## src/rtl/light_emitter_driver.sv

```systemverilog
// Burst-modulated emitter LED driver: bursts of a square-wave carrier separated by dark gaps,
// with a one-cycle strobe at each burst end so a receiver can sample its filtered sensor.
module light_emitter_driver #(
  parameter logic [16:0] CARRIER_HALF = 17'd25,
  parameter logic [7:0]  BURST_PULSES = 8'd16,
  parameter logic [16:0] GAP_CYCLES   = 17'd25000
) (
  input  logic        clk,
  input  logic        rst_n,
  input  logic        enable,
  output logic        ledDrive,
  output logic        burstActive,
  output logic        sampleStrobe,
  output logic [15:0] burstCount
);

  typedef enum logic [1:0] {
    S_IDLE  = 2'd0,
    S_BURST = 2'd1,
    S_GAP   = 2'd2
  } state_t;

  state_t      state_q, state_d;
  logic [16:0] carrier_q, carrier_d;
  logic [7:0]  pulse_q, pulse_d;
  logic [16:0] gap_q, gap_d;
  logic        led_q, led_d;
  logic        active_q, active_d;
  logic        strobe_q, strobe_d;
  logic [15:0] burst_count_q, burst_count_d;

  // Next-state and next-output logic for the IDLE/BURST/GAP sequencer.
  always_comb begin
    state_d       = state_q;
    carrier_d     = carrier_q;
    pulse_d       = pulse_q;
    gap_d         = gap_q;
    led_d         = led_q;
    active_d      = active_q;
    strobe_d      = 1'b0;
    burst_count_d = burst_count_q;

    case (state_q)
      S_IDLE: begin
        led_d    = 1'b0;
        active_d = 1'b0;
        if (enable) begin
          state_d   = S_BURST;
          led_d     = 1'b1;
          active_d  = 1'b1;
          carrier_d = 17'd0;
          pulse_d   = 8'd0;
        end else begin
          state_d = S_IDLE;
        end
      end

      S_BURST: begin
        if (carrier_q == CARRIER_HALF - 17'd1) begin
          carrier_d = 17'd0;
          if (led_q) begin
            led_d   = 1'b0;
            pulse_d = pulse_q + 8'd1;
            // The final low half-period is spent in GAP, not BURST.
            if (pulse_q + 8'd1 == BURST_PULSES) begin
              state_d       = S_GAP;
              active_d      = 1'b0;
              strobe_d      = 1'b1;
              burst_count_d = burst_count_q + 16'd1;
              gap_d         = 17'd0;
            end else begin
              state_d = S_BURST;
            end
          end else begin
            led_d = 1'b1;
          end
        end else begin
          carrier_d = carrier_q + 17'd1;
        end
      end

      S_GAP: begin
        led_d    = 1'b0;
        active_d = 1'b0;
        if (gap_q == GAP_CYCLES - 17'd1) begin
          gap_d = 17'd0;
          if (enable) begin
            state_d   = S_BURST;
            led_d     = 1'b1;
            active_d  = 1'b1;
            carrier_d = 17'd0;
            pulse_d   = 8'd0;
          end else begin
            state_d = S_IDLE;
          end
        end else begin
          gap_d = gap_q + 17'd1;
        end
      end

      default: begin
        state_d  = S_IDLE;
        led_d    = 1'b0;
        active_d = 1'b0;
      end
    endcase
  end

  // State and output registers; reset forces the LED dark without waiting for a clock.
  always_ff @(posedge clk or negedge rst_n) begin
    if (!rst_n) begin
      state_q       <= S_IDLE;
      carrier_q     <= 17'd0;
      pulse_q       <= 8'd0;
      gap_q         <= 17'd0;
      led_q         <= 1'b0;
      active_q      <= 1'b0;
      strobe_q      <= 1'b0;
      burst_count_q <= 16'd0;
    end else begin
      state_q       <= state_d;
      carrier_q     <= carrier_d;
      pulse_q       <= pulse_d;
      gap_q         <= gap_d;
      led_q         <= led_d;
      active_q      <= active_d;
      strobe_q      <= strobe_d;
      burst_count_q <= burst_count_d;
    end
  end

  assign ledDrive     = led_q;
  assign burstActive  = active_q;
  assign sampleStrobe = strobe_q;
  assign burstCount   = burst_count_q;

endmodule

```

## config.mk

```make
export PLATFORM = sky130hd
export DESIGN_NAME = light_emitter_driver
export DESIGN_NICKNAME = d
export VERILOG_FILES = /design/src/rtl/light_emitter_driver.sv
export SDC_FILE = /design/constraint.sdc
export NUM_CORES = 1
export LEC_CHECK = 0
export ABC_AREA = 1
export CAP_MARGIN = 10
export CORE_MARGIN = 5
export CORE_UTILIZATION = 61
export DETAILED_ROUTE_END_ITERATION = 6
export HOLD_SLACK_MARGIN = 0.03
export PLACE_DENSITY = 0.83
export SLEW_MARGIN = 10
export SYNTH_ARGS = -nofsm -noshare
export SYNTH_HDL_FRONTEND = slang
export SYNTH_SLANG_ARGS = --single-unit
```

## constraint.sdc

```tcl
create_clock -name clk -period 2.35 [get_ports clk]
set_input_delay 0.3525 -clock clk [delete_from_list [all_inputs] [get_ports clk]]
set_output_delay 0.3525 -clock clk [all_outputs]
set_load 0.02 [all_outputs]
```

After elaboration in Yosys (flattened, before gate mapping)
Cells that the tools add are included.
{"block": "totals", "out_inout_bits": 19, "input_bits": 3, "register_bits": 63, "word_cells": 63}
{"block": "classes", "add_sub_neg": 4, "n_mux": 33, "eq_ne": 9, "n_reduce_logical": 9}
{"op": "17-bit two-way mux", "count": 7}
{"op": "17-bit one-hot mux with 3 select lines", "count": 1}
{"op": "17-bit by 1-bit adder with 17-bit output, second input constant", "count": 2}
{"op": "17-bit one-hot mux with 2 select lines", "count": 1}
{"op": "8-bit two-way mux", "count": 4}
{"op": "8-bit one-hot mux with 3 select lines", "count": 1}
{"op": "17-bit by 15-bit == test with 1-bit output, second input constant", "count": 1}
{"op": "17-bit by 5-bit == test with 1-bit output, second input constant", "count": 1}
{"op": "16-bit by 1-bit adder with 16-bit output, second input constant", "count": 1}
{"op": "1-bit two-way mux", "count": 12}
{"op": "4-bit AND reduction", "count": 3}
{"op": "8-bit by 1-bit adder with 8-bit output, second input constant", "count": 1}
{"op": "8-bit by 5-bit == test with 1-bit output, second input constant", "count": 1}
{"op": "2-bit two-way mux", "count": 4}
{"op": "2-bit != test, second input constant", "count": 4}
{"op": "1-bit one-hot mux with 3 select lines", "count": 2}
{"op": "2-bit one-hot mux with 3 select lines", "count": 1}
{"op": "3-bit AND reduction", "count": 2}
{"op": "3-bit nonzero test", "count": 1}
{"op": "2-bit by 1-bit == test with 1-bit output, second input constant", "count": 1}
{"op": "2-bit == test, second input constant", "count": 1}
{"op": "2-bit logical NOT", "count": 1}
{"op": "2-bit AND reduction", "count": 1}
{"op": "2-bit nonzero test", "count": 1}

Logic depth before layout (Yosys ltp)
Gate-level depths: netlist (run 1).
{"block": "logic_depth", "word_depth": 6, "depth_mapped": 12, "mapped_depth_nobuf": 12}

Worst setup path before layout (run 1)
OpenSTA, ideal clock, no wires.
{"block": "synth_path", "path_type": "register -> register", "from": "register pulse_q[0]", "to": "register burst_count_q[2] (netlist: burstCount[2])", "setup_ps": 118, "setup_slack_ps": 668, "arrival_ps": 1564, "required_time_ps": 2232, "synth_period_minus_slack_ps": 1682, "path_stages_with_launch": 12, "path_cell_list": "dfrtp_1 -> ha_1 -> inv_1 -> nand2_1 -> nand2_1 -> nor2_1 -> nand3_2 -> nor2_2 -> nand4_4 -> buf_6 -> nand2_1 -> nand2_1"}
{"block": "synth_via", "elab_chain_len": 3}
{"item": "start: declaration", "line_no": "25", "text": "logic [7:0] pulse_q, pulse_d;"}
{"item": "start signal: assignment", "line_no": "123", "text": "pulse_q <= pulse_d;"}
{"item": "8-bit by 1-bit adder with 8-bit output", "line_no": "65", "text": "if (pulse_q + 8'd1 == BURST_PULSES) begin"}
{"item": "8-bit by 5-bit == test with 1-bit output", "line_no": "65"}
{"item": "4-bit AND reduction (no line)"}
{"item": "end signal: assignment", "line_no": "128", "text": "burst_count_q <= burst_count_d;"}
{"item": "end: declaration", "line_no": "30", "text": "logic [15:0] burst_count_q, burst_count_d;"}
Every way passes these cells.
A chain may end at the register's enable or synchronous reset.

Final worst setup path (run 1)
{"block": "layout_path", "from": "register pulse_q[0]", "to": "register burst_count_q[4] (netlist: burstCount[4])"}
Same word-level chain as after synthesis.

==> flow_metrics.tcl, run 1 <==
set metrics [dict create \
    die_area_mm2 0.00858 \
    setup_tns_ps 0 \
    finalWorstSetupSlack_ps 326 \
    fin_skew_ps 7.41 \
    synth_warnings 0 \
    grt_usage_pct 24.5 \
    cp.arrival_ps 2310 \
    die_x_um 92.6 \
    initialDrtViolationCount 221 \
    worstHoldPathType "input pin to async pin" \
    yosysTopAreaCell "dfrtp_1" \
    diodes 0 \
    place.gp.congestion 0.915 \
    portBuffers 21 \
    clockBufferDepth 2 \
    clkPwrFrac_pct 49.2 \
    die_h_um 92.6 \
    cts_setup_buffers 0 \
    required_ps 2640 \
    avgSynthCellArea_um2 7.27 \
    ir_worst_vdd_uv 287 \
    totalWireLength_um 9670 \
    async_flop_share_pct 100 \
    p_per_area_mw_per_mm2 471 \
    fmax_ghz 0.494 \
    whs_ps 520 \
    yosys_register_bits 63 \
    tightest_slew_ps 541 \
    synth_seq_area_share_pct 37.9 \
    finalPower_mw 2.19 \
    synth_area_leaders "dfrtp_1 38%, nand2_1 16%, nand3_1 7.1%, inv_1 5.0%, nor2_1 5.0%" \
    start_kind "flip-flop" \
    final_hold_viol_count 0 \
    start_util_pct 62.0 \
    drv_slew 0 \
    synth_fp_nets 582 \
    finalCriticalPeriod_ps 2020 \
    synth-edff-count 0 \
    syn-instance-count 573 \
    synthTopCellsByCount "182 x nand2_1, 63 x dfrtp_1, 59 x nand3_1, 56 x inv_1, 56 x nor2_1" \
    finalNetCount 606 \
    synth_top_cell_area_share_pct 37.9 \
    avgRoutedWirePerCell_um 14.2 \
    p_leak_nw 2.26 \
    drc 0 \
    htreeDepth 3 \
    num_rows 30 \
    slew_headroom_pct 63.7 \
    synth.most_common_cell "nand2_1" \
    drt_pre_antenna_iters 5 \
    path_class "flip-flop to flip-flop" \
    cts_buffers 9 \
    p_sw_uw 499 \
    seqPwrFrac_pct 49.5 \
    max-cap-violations 0 \
    antenna_found_initial 0 \
    min_period_over_period_pct 86.1 \
    finalSetupViolCount 0 \
    rsz0062_at_grt "false" \
    cts_tree "done" \
    final_area_mm2 0.00464 \
    num-fill-cells 525 \
    grt_start_max_net_pins 43 \
    p_int_mw 1.69 \
    root_buffer "clkbuf_8" \
    drive_gt1_share_pct 11.0 \
    netlist_area_mm2 0.00416 \
    ant_nets 0 \
    path_clk_slew_ps 80 \
    placed_area_mm2 0.00441 \
    cp_max_fo 14 \
    grt_pass1_wl_um 17200 \
    dp_hpwl_um 6660 \
    comb_power_share_pct 1.3 \
    io_pins 22 \
    core_area_mm2 0.00672 \
    rr_startpoint "pulse_q[0]" \
    dp_slack_ps 342 \
    cp-startpoint "pulse_q[0]" \
    overflow 0 \
    grt_pass1_vias 3813 \
    ys.flop_type "dfrtp_1" \
    power.share.switching_pct 22.8 \
    via_count 3859 \
    outcome "finished clean" \
    multi_input_area_mm2 0.00224 \
    clk_latency_ps 350 \
    cts.sinks 63 \
    seq_area_mm2 0.00158 \
    via_per_inst 5.66 \
    area_growth_pct 11.4 \
    netlist-cell-type-count 37 \
    end_kind "flip-flop" \
]
cell usage in the layout, fill, tap and decap left out, types with 2 or more instances in the layout:
cell and n:
nand2_1 182, dfrtp_1 63, nand3_1 59, inv_1 56, nor2_1 55, nand4_1 25, clkdlybuf4s50_1 20, o21ai_0 19
xor2_1 14, nor3_1 11, nor2_2 10, nand3_2 9, xnor2_1 9, clkbuf_8 9, ha_1 6, o22ai_1 5
buf_4 5, inv_2 4, nand2_2 4, nand3b_1 3, or2_2 3, a21oi_1 3, o21ai_1 2, nand2_4 2
nor3_2 2, o211ai_1 2, clkinvlp_4 2, clkinv_4 2, bufinv_16 2
logic make-up after synthesis:
group | share of synthesized area [%]
xor+xnor | 4.84
compound gates | 4.99
fa+ha+maj | 1.80
simple gates | 42.1
buf+inv | 8.38
flops | 37.9
worst max-delay path, cell delays in order, from the launching register on:
cell     delay, ps
dfrtp_1        450
ha_1           300
nand3_2        120
nand2_1         80
nand2_1        130
nand3_2        130
nor3_4         490
nand4_1        170
nand2_1         90
stage by stage:
stage	instances	utilization (%)
after floorplan	573	-
after CTS	682	69.1
after global placement	665	65.6
after detailed placement	665	65.6
final	682	69.1
after global routing	682	69.1
state kept, by name (all words and copies together), names as in the netlist:
| name | flops |
|---|---|
| burstActive | 1 |
| ledDrive | 1 |
| sampleStrobe | 1 |
| state_q | 2 |
| carrier_q | 17 |
| gap_q | 17 |
| pulse_q | 8 |
| burstCount | 16 |
power by group through the flow:
stage / Combinational (mW) / Sequential, mW / Clock [mW]
2_1_floorplan: 0.00000126 / 1.10 / 0
3_3_place_gp: 0.0288 / 1.10 / 0
3_5_place_dp: 0.0291 / 1.10 / 0
4_1_cts: 0.0306 / 1.08 / 1.07
5_1_grt: 0.0338 / 1.08 / 1.14
6_report: 0.0284 / 1.08 / 1.08
final cells by class:
type,instances,share of cell area [%]
multi-input cells,434,48.3
well taps,80,2.16
inverters,61,4.93
repair buffers,28,5.88
clock inverters,7,2.10
flip-flops and latches,63,34.0
clock buffers,9,2.67
final timing paths:
check	end	slack, ps	depth (start not counted)
max in group asynchronous	gap_q[11]	1230	3
hold / removal	carrier_q[12]	520	2
setup reg to reg	burstCount[4]	330	8
hold reg to reg	burstCount[13]	520	2
min in group clk	burstCount[13]	520	2
setup / recovery	burstCount[4]	330	8
metal layers:
metal,track usage (%),share of wire [%],vias to the layer above
li1,-,-,1906
met1,32.7,46,1850
met4,7.33,1.0,0
met2,40.1,49,91
met5,0,0,-
met3,5.36,4.5,12
repair_timing:
item / 4_1_cts / 5_1_grt
hold buffers: 1 / 0
resized for setup: 0 / 0
hold endpoints to repair: 21 / 0
No activity file was read; power rests on OpenSTA's default activity.
==> run 2: changes to the inputs <==
- CORE_UTILIZATION: 61 -> 31
- CTS_BUF_LIST: default -> sky130_fd_sc_hd__clkbuf_16
- PLACE_DENSITY: 0.83 -> 0.49
==> run 2 against run 1 <==
  * Fmax is 3.1% higher
  * Sequential share of layout area fell by 1.4 points
  * First-iteration DRC count down 35%
  * Die area grew 85%
  * Via count shrank 2.7%
  * Global-route usage fell by 11 points
  * Utilization decreased by 32 points
  * Non-clock buffer count up 3
==> flow_metrics.tcl, run 2 (same netlist as run 1, synthesis figures left out) <==
set metrics [dict create \
    totalWireLength_um 10400 \
    antenna_found_initial 0 \
    die_x_um 126 \
    area_growth_pct 16.3 \
    dp_slack_ps 384 \
    via_count 3754 \
    core_area_mm2 0.0132 \
    p_per_area_mw_per_mm2 497 \
    avgRoutedWirePerCell_um 13.3 \
    top_layer "met4" \
    worstHoldPathType "input pin to async pin" \
    drc 0 \
    die_h_um 126 \
    drive_gt1_share_pct 10.9 \
    portBuffers 21 \
    seq_area_mm2 0.00158 \
    post_cts_resized 0 \
    via_per_inst 4.81 \
    wl_met1_um 5140 \
    cts_tree "done" \
    overflow 0 \
    grt_usage_pct 13.6 \
    io_pins 22 \
    ant_nets 0 \
    finalNetCount 609 \
    path_class "flip-flop to flip-flop" \
    final_cell_mix "182 x nand2_1, 63 x dfrtp_1, 59 x nand3_1" \
    cp.arrival_ps 2230 \
    dp_hpwl_um 7550 \
    final_hold_viol_count 0 \
    grt_pass1_wl_um 17900 \
    wl_met3_um 321 \
    final_common_cell "nand2_1" \
    finalSetupViolCount 0 \
    place.gp.congestion 0.833 \
    outcome "finished clean" \
    clockBufferDepth 2 \
    finalCriticalPeriod_ps 1960 \
    fmax_ghz 0.509 \
    max-cap-violations 0 \
    wl_met2_um 4780 \
    num_rows 42 \
    grt_start_max_net_pins 35 \
    slew_headroom_pct 65.1 \
    drv_slew 0 \
    finalWorstSetupSlack_ps 387 \
    multi_input_area_mm2 0.00224 \
    cts_buffers 9 \
    cts.sinks 63 \
    start_kind "flip-flop" \
    whs_ps 466 \
    finalPower_mw 2.41 \
    required_ps 2610 \
    drt_pre_antenna_iters 5 \
    cp_max_fo 14 \
    p_leak_nw 2.32 \
    instances_no_fill 781 \
    setup_tns_ps 0 \
    min_period_over_period_pct 83.6 \
    grt_pass1_vias 3729 \
    end_kind "flip-flop" \
    die_area_mm2 0.0158 \
    num-fill-cells 1373 \
    root_buffer "clkbuf_16" \
    diodes 0 \
    clk_latency_ps 330 \
    rsz0062_at_grt "false" \
    start_util_pct 31.6 \
    htreeDepth 3 \
    initialDrtViolationCount 143 \
    fin_skew_ps 4.30 \
    path_clk_slew_ps 60 \
    ir_worst_vdd_uv 326 \
    dp_cells 764 \
    tightest_slew_ps 521 \
]
==> run 2: area by class of cell <==
type,instances,area share [%]
sequential,63,32.5
tap,176,4.55
clock inverter,7,1.16
clock buffer,9,4.65
inverter,61,4.73
timing repair buffer,31,6.10
multi-input combinational,434,46.3
==> run 2: metrics by stage <==
step	cell area (um^2)	utilization, %
global placement	4550	34.5
detailed placement	4550	34.5
finish	4840	36.7
CTS	4840	36.7
global route	4840	36.7
floorplan	4160	-
==> run 2: power breakdown <==
| part | total [mW] | switching [mW] | internal (mW) | leakage [nW] |
|---|---|---|---|---|
| clock network | 1.29 | 0.488 | 0.804 | 0.149 |
| logic | 0.0308 | 0.0232 | 0.00760 | 1.33 |
| registers | 1.09 | 0 | 1.09 | 0.846 |
==> run 2: critical path: stages, from the launching register on <==
cell     delay [ps]
dfrtp_1         440
ha_1            280
inv_1            60
nand2_1          70
nand2_1          70
nor2_1          110
nand3_2         130
nor3_4          480
nand4_1         140
nand2_1         100
==> run 2: routing by layer <==
layer | GRT usage (%) | vias to the layer above
li1 | - | 1903
met1 | 18.2 | 1789
met5 | 0 | -
met3 | 2.92 | 12
met2 | 21.8 | 50
met4 | 4.92 | 0
==> run 2: worst paths after layout <==
kind / to / slack (ps) / startpoint / cells after the start
setup / recovery: burstCount[5] / 390 / pulse_q[0] / 9
hold / removal: pulse_q[1] / 470 / rst_n / 2
setup reg to reg: burstCount[5] / 390 / pulse_q[0] / 9
hold reg to reg: pulse_q[7] / 530 / pulse_q[7] / 2
max in group asynchronous: gap_q[14] / 1320 / rst_n / 3
min in group clk: pulse_q[7] / 530 / pulse_q[7] / 2
==> run 2: timing repair <==
item / CTS / global route
endpoints found under the hold margin: 12 / 0
buffers inserted: 0 / 0
hold buffers: 1 / 0
==> run 3: changes to the inputs <==
- clock period: 2.35 -> 1.9 ns (I/O delays scaled with it)
==> run 3 against run 2 <==
  * Final area up 7.9%
  * Via count up 1.5%
  * Critical path type unchanged
  * Worst setup slack worse by 320 ps
==> flow_metrics.tcl, run 3 (same netlist as run 1, synthesis figures left out) <==
set metrics [dict create \
    outcome "finished clean" \
    place.gp.congestion 0.871 \
    dp_slack_ps 74.8 \
    num-fill-cells 1369 \
    comb_power_share_pct 1.1 \
    drc 0 \
    drive_gt1_share_pct 18.2 \
    ir_worst_vdd_uv 389 \
    area_growth_pct 25.5 \
    utilization_pct 39.6 \
    final_common_cell "nand2_1" \
    clk_latency_ps 330 \
    clkPwrFrac_pct 55.8 \
    rsz0062_at_grt "true" \
    htreeDepth 3 \
    die_h_um 126 \
    portBuffers 21 \
    clockBufferDepth 2 \
    avgRoutedWirePerCell_um 13.5 \
    cp_max_fo 5 \
    via_per_inst 4.76 \
    cpLargestDelayFamily "simple AND/OR/NAND/NOR gates" \
    path_cells "inv_2, ha_4, inv_2, nor2_2, nand2_1, nor2_2, nand3_2, nor2_4, nand4_4, clkbuf_16, nand3_2, nand2_1" \
    cp_num_buf_inv 3 \
    num_rows 42 \
    start_util_pct 31.6 \
    r2r_end "gap_q[0]" \
    rr_startpoint "carrier_q[1]" \
    cp-startpoint "carrier_q[1]" \
    seqPwrFrac_pct 43.1 \
    worstHoldPathType "input pin to async pin" \
    drt_pre_antenna_iters 4 \
    p_int_mw 2.48 \
    grt_usage_pct 13.8 \
    p_per_area_mw_per_mm2 596 \
    core_area_mm2 0.0132 \
    start_kind "flip-flop" \
    r2r_setup_slack_ps 60 \
    whs_ps 304 \
    cts_buffers 9 \
    dp_hpwl_um 7690 \
    drv_slew 0 \
    finalNetCount 629 \
    path_class "flip-flop to flip-flop" \
    slew_headroom_pct 67.4 \
    antenna_found_initial 0 \
    final_cell_mix "179 x nand2_1, 61 x dfrtp_1, 52 x inv_1" \
    grt_pass1_vias 3781 \
    min_period_over_period_pct 96.6 \
    finalWorstSetupSlack_ps 64.8 \
    fmax_ghz 0.545 \
    cts.sinks 63 \
    critPathMaxStageDelay_ps 390 \
    die_area_mm2 0.0158 \
    end_kind "flip-flop" \
    final_area_mm2 0.00523 \
    cpMaxStageDelayCell "dfrtp_1" \
    setup_tns_ps 0 \
    diodes 0 \
    die_x_um 126 \
    overflow 0 \
    max-cap-violations 0 \
    final_hold_viol_count 0 \
    instances_no_fill 801 \
    seq_area_mm2 0.00158 \
    io_pins 22 \
    path_clk_slew_ps 60 \
    via_count 3812 \
    power.share.switching_pct 20.2 \
    tightest_slew_ps 489 \
    cp.arrival_ps 2050 \
    initialDrtViolationCount 183 \
    totalWireLength_um 10800 \
    p_sw_uw 631 \
    ant_nets 0 \
    finalSetupViolCount 0 \
    required_ps 2120 \
    p_leak_nw 2.43 \
    grt_start_max_net_pins 38 \
    dp_cells 776 \
    fin_skew_ps 5.13 \
    rr_worst_depth 12 \
    placed_area_mm2 0.00465 \
    root_buffer "clkbuf_16" \
    finalPower_mw 3.12 \
    cts_tree "done" \
    grt_pass1_wl_um 18200 \
    multi_input_area_mm2 0.00239 \
    finalCriticalPeriod_ps 1840 \
]
## run 3: cell types whose count changed in the layout (fill, tap and decap cells not counted), moves of 3 or more
cell,delta
nand2_2,+3
nand3_2,+11
buf_4,+14
inv_1,-6
nor2_4,+4
nand2_1,-3
inv_2,+3
nor2_1,-5
nand3_1,-11
## run 3: cell type report
class	instances	area share (%)
Clock buffer	9	4.31
Clock inverter	7	1.68
Inverter	61	4.43
Multi-Input combinational cell	435	45.7
Sequential cell	63	30.2
Tap cell	176	4.21
Timing Repair Buffer	50	9.43
## run 3: how the worst max path moves through the flow
| stage | end | slack (ps) | depth (start not counted) |
|---|---|---|---|
| 3_3_place_gp | burstCount[0] | 130 | 9 |
| 5_1_grt | gap_q[5] | -70 | 12 |
| 6_report | gap_q[0] | 60 | 12 |
| 4_1_cts | burstCount[0] | 80 | 12 |
| 2_1_floorplan | burstCount[2] | 220 | 11 |
| 3_5_place_dp | burstCount[1] | 70 | 12 |
## run 3: power groups by stage
| stage | clock network (mW) | registers (mW) | logic (mW) |
|---|---|---|---|
| after floorplan | 0 | 1.37 | 0.00000125 |
| after global placement | 0 | 1.37 | 0.0360 |
| after detailed placement | 0 | 1.37 | 0.0362 |
| after CTS | 1.78 | 1.34 | 0.0377 |
| after global routing | 1.84 | 1.34 | 0.0418 |
| final | 1.74 | 1.34 | 0.0345 |
## run 3: repair_timing
| action | 4_1_cts | 5_1_grt |
|---|---|---|
| resized for setup | 0 | 37 |
| hold buffers | 1 | 0 |
| buffers inserted | 0 | 4 |
| endpoints found under the hold margin | 4 | 0 |
| setup endpoints to repair | 0 | 33 |
## run 3: routing by layer
metal	share of wire (%)	track usage, %	wire length [um]
met1	48	18.1	5160
met2	48	22.8	5160
met3	3.0	2.24	323
met4	1.7	5.49	185
met5	0	0	0
